--- src/rtl/pwm_duty_meter.sv ---
// -----------------------------------------------------------------------------
// pwm_duty_meter
//
// Measures the duty cycle of an incoming PWM waveform. The result is the
// number of clk cycles the input was high within a PERIOD-clock frame.
// Periods are delimited by rising edges of the synchronized input. A period
// of the wrong length is flagged instead of reported. A static input is
// reported as 0 or PERIOD once TIMEOUT cycles pass with no rising edge.
//
// Parameters:
//   PERIOD      expected PWM period in clk cycles (duty range 0..PERIOD)
//   TIMEOUT     cycles without a rising edge before the input counts as
//               static; must be > PERIOD and <= 31
//   SYNC_STAGES synchronizer depth on pwm_in, at least 2
//
// Ports:
//   clk        system clock
//   reset      synchronous, active-high reset
//   pwm_in     PWM input, asynchronous to clk
//   duty_out   last accepted duty (clk cycles high per period)
//   duty_valid one-cycle pulse when duty_out has been (re)written
//   locked     high while the input matches PERIOD or is static
//   period_err one-cycle pulse when a period closes with the wrong length
//
// Build option:
//   PWM_METER_CONFIRM_EN  when defined, a good period updates duty_out only
//                         if its high count repeats that of the preceding
//                         good period; timeout results still apply at once.
// -----------------------------------------------------------------------------
module pwm_duty_meter #(
  parameter int PERIOD      = 10,
  parameter int TIMEOUT     = 20,
  parameter int SYNC_STAGES = 2
) (
  input  logic       clk,
  input  logic       reset,
  input  logic       pwm_in,
  output logic [3:0] duty_out,
  output logic       duty_valid,
  output logic       locked,
  output logic       period_err
);

  localparam logic [4:0] PERIOD_CNT  = 5'(PERIOD);
  localparam logic [3:0] PERIOD_DUTY = 4'(PERIOD);
  localparam logic [4:0] TIMEOUT_CNT = 5'(TIMEOUT - 1);

  typedef enum logic [1:0] {
    SEARCH = 2'd0,
    HIGH   = 2'd1,
    LOW    = 2'd2
  } state_e;

  logic [SYNC_STAGES-1:0] sync_q;
  logic                   pwm_d_q;
  logic                   pwm_s;
  logic                   rise_s;
  logic                   fall_s;
  logic                   timeout_s;
  logic                   close_s;
  logic                   good_s;

  logic [4:0] per_cnt_q;
  logic [4:0] per_cnt_d;
  logic [4:0] high_cnt_q;
  logic [4:0] high_cnt_d;

  state_e     state_q;

  logic [3:0] duty_q;
  logic [3:0] duty_d;
  logic       valid_q;
  logic       valid_d;
  logic       locked_q;
  logic       locked_d;
  logic       err_q;
  logic       err_d;

`ifdef PWM_METER_CONFIRM_EN
  logic [4:0] cand_q;
  logic [4:0] cand_d;
  logic       cand_vld_q;
  logic       cand_vld_d;
`endif

  // Edge detection on the synchronized input, plus the period-close and
  // static-input conditions that drive everything else.
  always_comb begin
    pwm_s     = sync_q[SYNC_STAGES-1];
    rise_s    = pwm_s & ~pwm_d_q;
    fall_s    = ~pwm_s & pwm_d_q;
    // A rise always wins over a timeout, so the timeout is masked by it.
    timeout_s = (per_cnt_q == TIMEOUT_CNT) && !rise_s;
    // Only a rise seen in LOW closes a period: the first rise after reset
    // or a timeout just opens one.
    close_s   = rise_s && (state_q == LOW);
    good_s    = close_s && (per_cnt_q == PERIOD_CNT);
  end

  // Period and high-time counters; a rise restarts both, already counting
  // the rise cycle itself, so the closing rise sees the full frame.
  always_comb begin
    per_cnt_d  = per_cnt_q;
    high_cnt_d = high_cnt_q;
    if (rise_s) begin
      per_cnt_d  = 5'd1;
      high_cnt_d = 5'd1;
    end else if (timeout_s) begin
      per_cnt_d  = 5'd0;
      high_cnt_d = high_cnt_q + {4'd0, pwm_s};
    end else begin
      per_cnt_d  = per_cnt_q + 5'd1;
      high_cnt_d = high_cnt_q + {4'd0, pwm_s};
    end
  end

  // Result evaluation: timeout reports the static level, a closing period
  // reports its high count or flags a wrong length.
  always_comb begin
    duty_d   = duty_q;
    valid_d  = 1'b0;
    locked_d = locked_q;
    err_d    = 1'b0;
`ifdef PWM_METER_CONFIRM_EN
    cand_d     = cand_q;
    cand_vld_d = cand_vld_q;
`endif
    if (timeout_s) begin
      duty_d   = pwm_s ? PERIOD_DUTY : 4'd0;
      valid_d  = 1'b1;
      locked_d = 1'b1;
`ifdef PWM_METER_CONFIRM_EN
      cand_vld_d = 1'b0;
`endif
    end else if (close_s) begin
      if (good_s) begin
        locked_d = 1'b1;
`ifdef PWM_METER_CONFIRM_EN
        // Two consecutive good periods must agree before the value is
        // published; the newest one always becomes the candidate.
        if (cand_vld_q && (high_cnt_q == cand_q)) begin
          duty_d  = 4'(high_cnt_q);
          valid_d = 1'b1;
        end else begin
          duty_d  = duty_q;
          valid_d = 1'b0;
        end
        cand_d     = high_cnt_q;
        cand_vld_d = 1'b1;
`else
        duty_d  = 4'(high_cnt_q);
        valid_d = 1'b1;
`endif
      end else begin
        err_d    = 1'b1;
        locked_d = 1'b0;
`ifdef PWM_METER_CONFIRM_EN
        cand_vld_d = 1'b0;
`endif
      end
    end else begin
      duty_d = duty_q;
    end
  end

  // Input synchronizer and one-cycle delayed copy for edge detection.
  always_ff @(posedge clk) begin
    if (reset) begin
      sync_q  <= '0;
      pwm_d_q <= 1'b0;
    end else begin
      sync_q  <= {sync_q[SYNC_STAGES-2:0], pwm_in};
      pwm_d_q <= pwm_s;
    end
  end

  // Counter and result registers.
  always_ff @(posedge clk) begin
    if (reset) begin
      per_cnt_q  <= 5'd0;
      high_cnt_q <= 5'd0;
      duty_q     <= 4'd0;
      valid_q    <= 1'b0;
      locked_q   <= 1'b0;
      err_q      <= 1'b0;
    end else begin
      per_cnt_q  <= per_cnt_d;
      high_cnt_q <= high_cnt_d;
      duty_q     <= duty_d;
      valid_q    <= valid_d;
      locked_q   <= locked_d;
      err_q      <= err_d;
    end
  end

`ifdef PWM_METER_CONFIRM_EN
  // Candidate duty awaiting confirmation by the next good period.
  always_ff @(posedge clk) begin
    if (reset) begin
      cand_q     <= 5'd0;
      cand_vld_q <= 1'b0;
    end else begin
      cand_q     <= cand_d;
      cand_vld_q <= cand_vld_d;
    end
  end
`endif

  // Period-tracking FSM; a timeout sends it back to SEARCH from any state,
  // even when a fall arrives in the same cycle.
  always_ff @(posedge clk) begin
    if (reset) begin
      state_q <= SEARCH;
    end else if (timeout_s) begin
      state_q <= SEARCH;
    end else begin
      case (state_q)
        SEARCH:  if (rise_s) state_q <= HIGH;
        HIGH:    if (fall_s) state_q <= LOW;
        LOW:     if (rise_s) state_q <= HIGH;
        default: state_q <= SEARCH;
      endcase
    end
  end

  assign duty_out   = duty_q;
  assign duty_valid = valid_q;
  assign locked     = locked_q;
  assign period_err = err_q;

endmodule

--- config.mk ---
export PLATFORM = sky130hd
export DESIGN_NAME = pwm_duty_meter
export DESIGN_NICKNAME = d
export VERILOG_FILES = /design/src/rtl/pwm_duty_meter.sv
export SDC_FILE = /design/constraint.sdc
export NUM_CORES = 1
export LEC_CHECK = 0
export ABC_AREA = 1
export CAP_MARGIN = 10
export CORE_MARGIN = 3
export CORE_UTILIZATION = 53
export CTS_BUF_LIST = sky130_fd_sc_hd__clkbuf_16
export DETAILED_ROUTE_END_ITERATION = 7
export PLACE_DENSITY_LB_ADDON = 0.2
export SYNTH_ARGS = -nofsm -noshare
export SYNTH_HDL_FRONTEND = slang
export SYNTH_SLANG_ARGS = --single-unit
--- constraint.sdc ---
create_clock -name clk -period 1.9 [get_ports clk]
set_clock_uncertainty 0.2 [all_clocks]
set_input_delay 0.38 -clock clk [delete_from_list [all_inputs] [get_ports clk]]
set_output_delay 0.38 -clock clk [all_outputs]
set_load 0.01 [all_outputs]
==> metrics.md <==
| Metric | Value |
|---|---|
| Status | `completed` |
| Overall Global Routing Usage | `0.1683` |
| Sw Pwr | `around 0.20 mW` |
| Complex-gate fraction of the synthesized area | `0.06602` |
| Top delay family on crit path | `buffers and inverters` |
| Clk pin slew, worst setup/hold paths | `about 0.060 ns` |
| Vias per cell | `between 5 and 6` |
| CTS buffer count | `3` |
| Post-synth cell types | `23` |
| Worst R2R Setup Slack | `0.39 ns` |
| Setup tns final | `0 ns` |
| Avg Inst Size Synth | `8.501 um^2` |
| Main combinational cell family by area after synthesis | `simple AND/OR/NAND/NOR gates` |
| Synth top area cells | `dfxtp_1 46%, nand2_1 7.4%, inv_1 6.6%, ha_1 5.5%, nor2_1 5.4%` |
| Register area share after synthesis | `0.4622` |
| Clk buf depth | `2` |
| Remaining global-route overflow | `0` |
| Crit path kind | `register to output pin` |
| Clock group share of total power | `0.458` |
| Nature of the critical path startpoint | `register` |
| Synth Area in XOR/XNOR | `0.02889` |
| DRC | `0` |
| Slew Viols, Final | `0` |
| Sequential Power Share | `0.488` |
| Cell-internal power | `roughly 0.75 mW` |
| Commonest non-fill, non-tap cell in the layout | `dfxtp_1` |
| Hold depth | `2` |
| Drt pass-1 iters | `2` |
| Hold_buf cts | `0` |
| Syn. warnings | `0` |
| Ant. Diodes | `0` |
| Fillcell total | `roughly 140` |
| Design Area, Final | `roughly 1100 um^2` |
| Routability Congestion | `between 0.7 and 0.8` |
| First-pass GRT wire length | `between 2 and 3 mm` |
| RSZ-0062 raised after global routing | `no` |
| Die footprint | `between 2000 and 2500 um^2` |
| Reg area | `420.4 um^2` |
| Antenna viol nets, final | `0` |
| Initial core utilization | `0.5835` |
| Hpwl dp | `around 1.1 mm` |
| Hold WC Path Type | `register to register` |
| Post-Synthesis Cells | `about 110` |
| Fin. Hold Viols | `0` |
| H-tree Lvls | `1` |
| Post-CTS Setup Inserts | `0` |
| Clock root buffer | `clkbuf_16` |
| Mux cell area share after synthesis | `0` |
| Die X | `~47 um` |
| Reg-to-reg startpoint | `per_cnt_q[0]$_SDFF_PP0_` |
| Most frequent cells in the layout | `21 x dfxtp_1, 18 x nand2_1, 17 x inv_1, 13 x nor2_1, 9 x clkdlybuf4s50_1` |
| Max-Slew Margin vs Limit | `0.8293` |
| Leakage | `between 0.5 and 0.6 nW` |
| 1st-iter DRT viols | `5` |
| Hold Path End | `sync_q[1]$_SDFF_PP0_` |
| Hold Path Origin | `sync_q[0]$_SDFF_PP0_` |
| Max cap viols | `0` |
| Crit path launch | `duty_out[1]$_SDFFE_PP0P_` |
| Worst R2R Path Depth | `8` |
| CP max stage delay | `between 0.5 and 0.6 ns` |
| Post-Layout Cell Count | `about 140` |
| Finished Core Util | `0.7063` |
| Placed Cells | `132` |
| Final nets | `approximately 130` |
| Post-synth top area share | `0.4622` |
| CTS tree | `built` |
| FF+latch count, synth | `21` |
| Crit path max fanout | `2` |
| Buffer and inverter count on the worst path | `1` |
| Combinational Power Share | `0.054` |
| Adder-cell share of the synthesized area | `0.05502` |
| VDD IR max | `roughly 0.67 mV` |
| RR Endpoint | `per_cnt_q[4]$_SDFF_PP0_` |
| Post-synth net total | `around 110` |
| PostCTS Resize Cnt | `0` |
| Number of core rows | `14` |
| Placed Area | `1022 um^2` |
| CP max-delay cell | `clkdlybuf4s50_1` |
| Critical path arrival | `between 1 and 1.5 ns` |
| Worst EP required | `about 1.3 ns` |
| I/O pin count | `10` |
| Pwr per Cell Area | `roughly 860 nW/um^2` |
| Clk_lat worst skew | `between 0.2 and 0.3 ns` |
| Die Y | `47.43 um` |
| Vias | `between 600 and 700` |
| Synth Area in Simple Gates | `0.3122` |
| CP Capture Type | `output pin` |
| Min Clock Period, post-route | `between 1.5 and 2 ns` |
| Switching Share | `0.2083` |
| Multi-input gate area | `420.4 um^2` |
| Critical path cell sequence | `clkdlybuf4s50_1` |
| Antenna violations before repair | `0` |
| Layout area overhead | `21.05%` |
| Clk sink count | `21` |
| Endpoints failing setup | `0` |
| Final Cycle Share | `0.9000` |
| Vias in the first global route | `619` |
| Worst-Margin Slew | `around 0.26 ns` |
| Routed WL per cell | `between 10 and 15 um` |
| Hold_ws | `0.2112 ns` |
| Port Buffers | `9` |
| Post-Syn Area | `between 900 and 1000 um^2` |
| WL final | `1.530 mm` |
| Largest net degree at the start of global routing | `12` |
| Share of post-route cells with drive strength above 1 | `0.1417` |
| Max Clock Freq | `between 500 and 600 MHz` |
| Core area | `1559 um^2` |
| Synth area leader | `dfxtp_1` |
[logic make-up (layout without fill, tap and decap cells)]
group                      Yosys count  after routing
xor gates and xnor gates             3              3
DFF                                 21             21
buffers and inverters               18             31
adders and majority gates            4              4
and+or+nand+nor                     51             51
AOI/OAI and AO/OA                   10             10
[worst max path at each step]
stage	depth (start not counted)	slack (ns)	to
floorplan	8	0.56	per_cnt_q[3]$_SDFF_PP0_
detailed placement	6	0.34	per_cnt_q[4]$_SDFF_PP0_
CTS	1	0.19	duty_out[2]
finish	1	0.19	duty_out[1]
global placement	6	0.36	per_cnt_q[3]$_SDFF_PP0_
global route	1	0.16	duty_out[1]
[per-stage QoR]
stage | power, mW | setup WS (ns)
final | 0.9514 | 0.1899
after global routing | 0.9800 | 0.1634
after CTS | 0.9543 | 0.1926
after detailed placement | 0.5249 | 0.3392
after global placement | 0.5233 | 0.3571
after floorplan | 0.5101 | 0.5564
[cells in the mapped netlist (all sizes together)]
cell type	number
nand2	23
dfxtp	21
inv	17
nor2	15
nand3	9
a21oi	8
ha	4
nor3	2
xor2	2
buf	1
nand4	1
o211ai	1
o21ai	1
or2	1
xnor2	1
[metal layers]
metal / share of wire / routed length [um] / global-route usage / up-vias
li1: - / - / - / 363
met1: 0.50 / 764 / 0.2051 / 310
met2: 0.44 / 672 / 0.2727 / 11
met3: 0.037 / 56 / 0.03383 / 5
met4: 0.024 / 36 / 0.09945 / 0
met5: 0 / 0 / 0 / -
[power by group through the flow]
stage	clock network [mW]	registers, mW	logic, mW
global route	0.454	0.466	0.0596
CTS	0.438	0.464	0.0516
floorplan	0	0.471	0.0396
finish	0.436	0.465	0.0511
detailed placement	0	0.474	0.0512
global placement	0	0.473	0.0505
[registers in the layout (all words and copies together), names as in the netlist]
name	cells
state_q	2
pwm_d_q	1
sync_q	2
duty_valid	1
locked	1
high_cnt_q	4
duty_out	4
per_cnt_q	5
period_err	1
[final cells by class]
class                   count  area share
clock buffers               3     0.06818
clock inverters             1    0.003409
inverters                  17     0.05795
multi-input cells          68      0.3818
flip-flops and latches     21      0.3818
well taps                  16     0.01818
repair buffers             10     0.08864
Note: power is estimated with default switching activity, not from simulation.
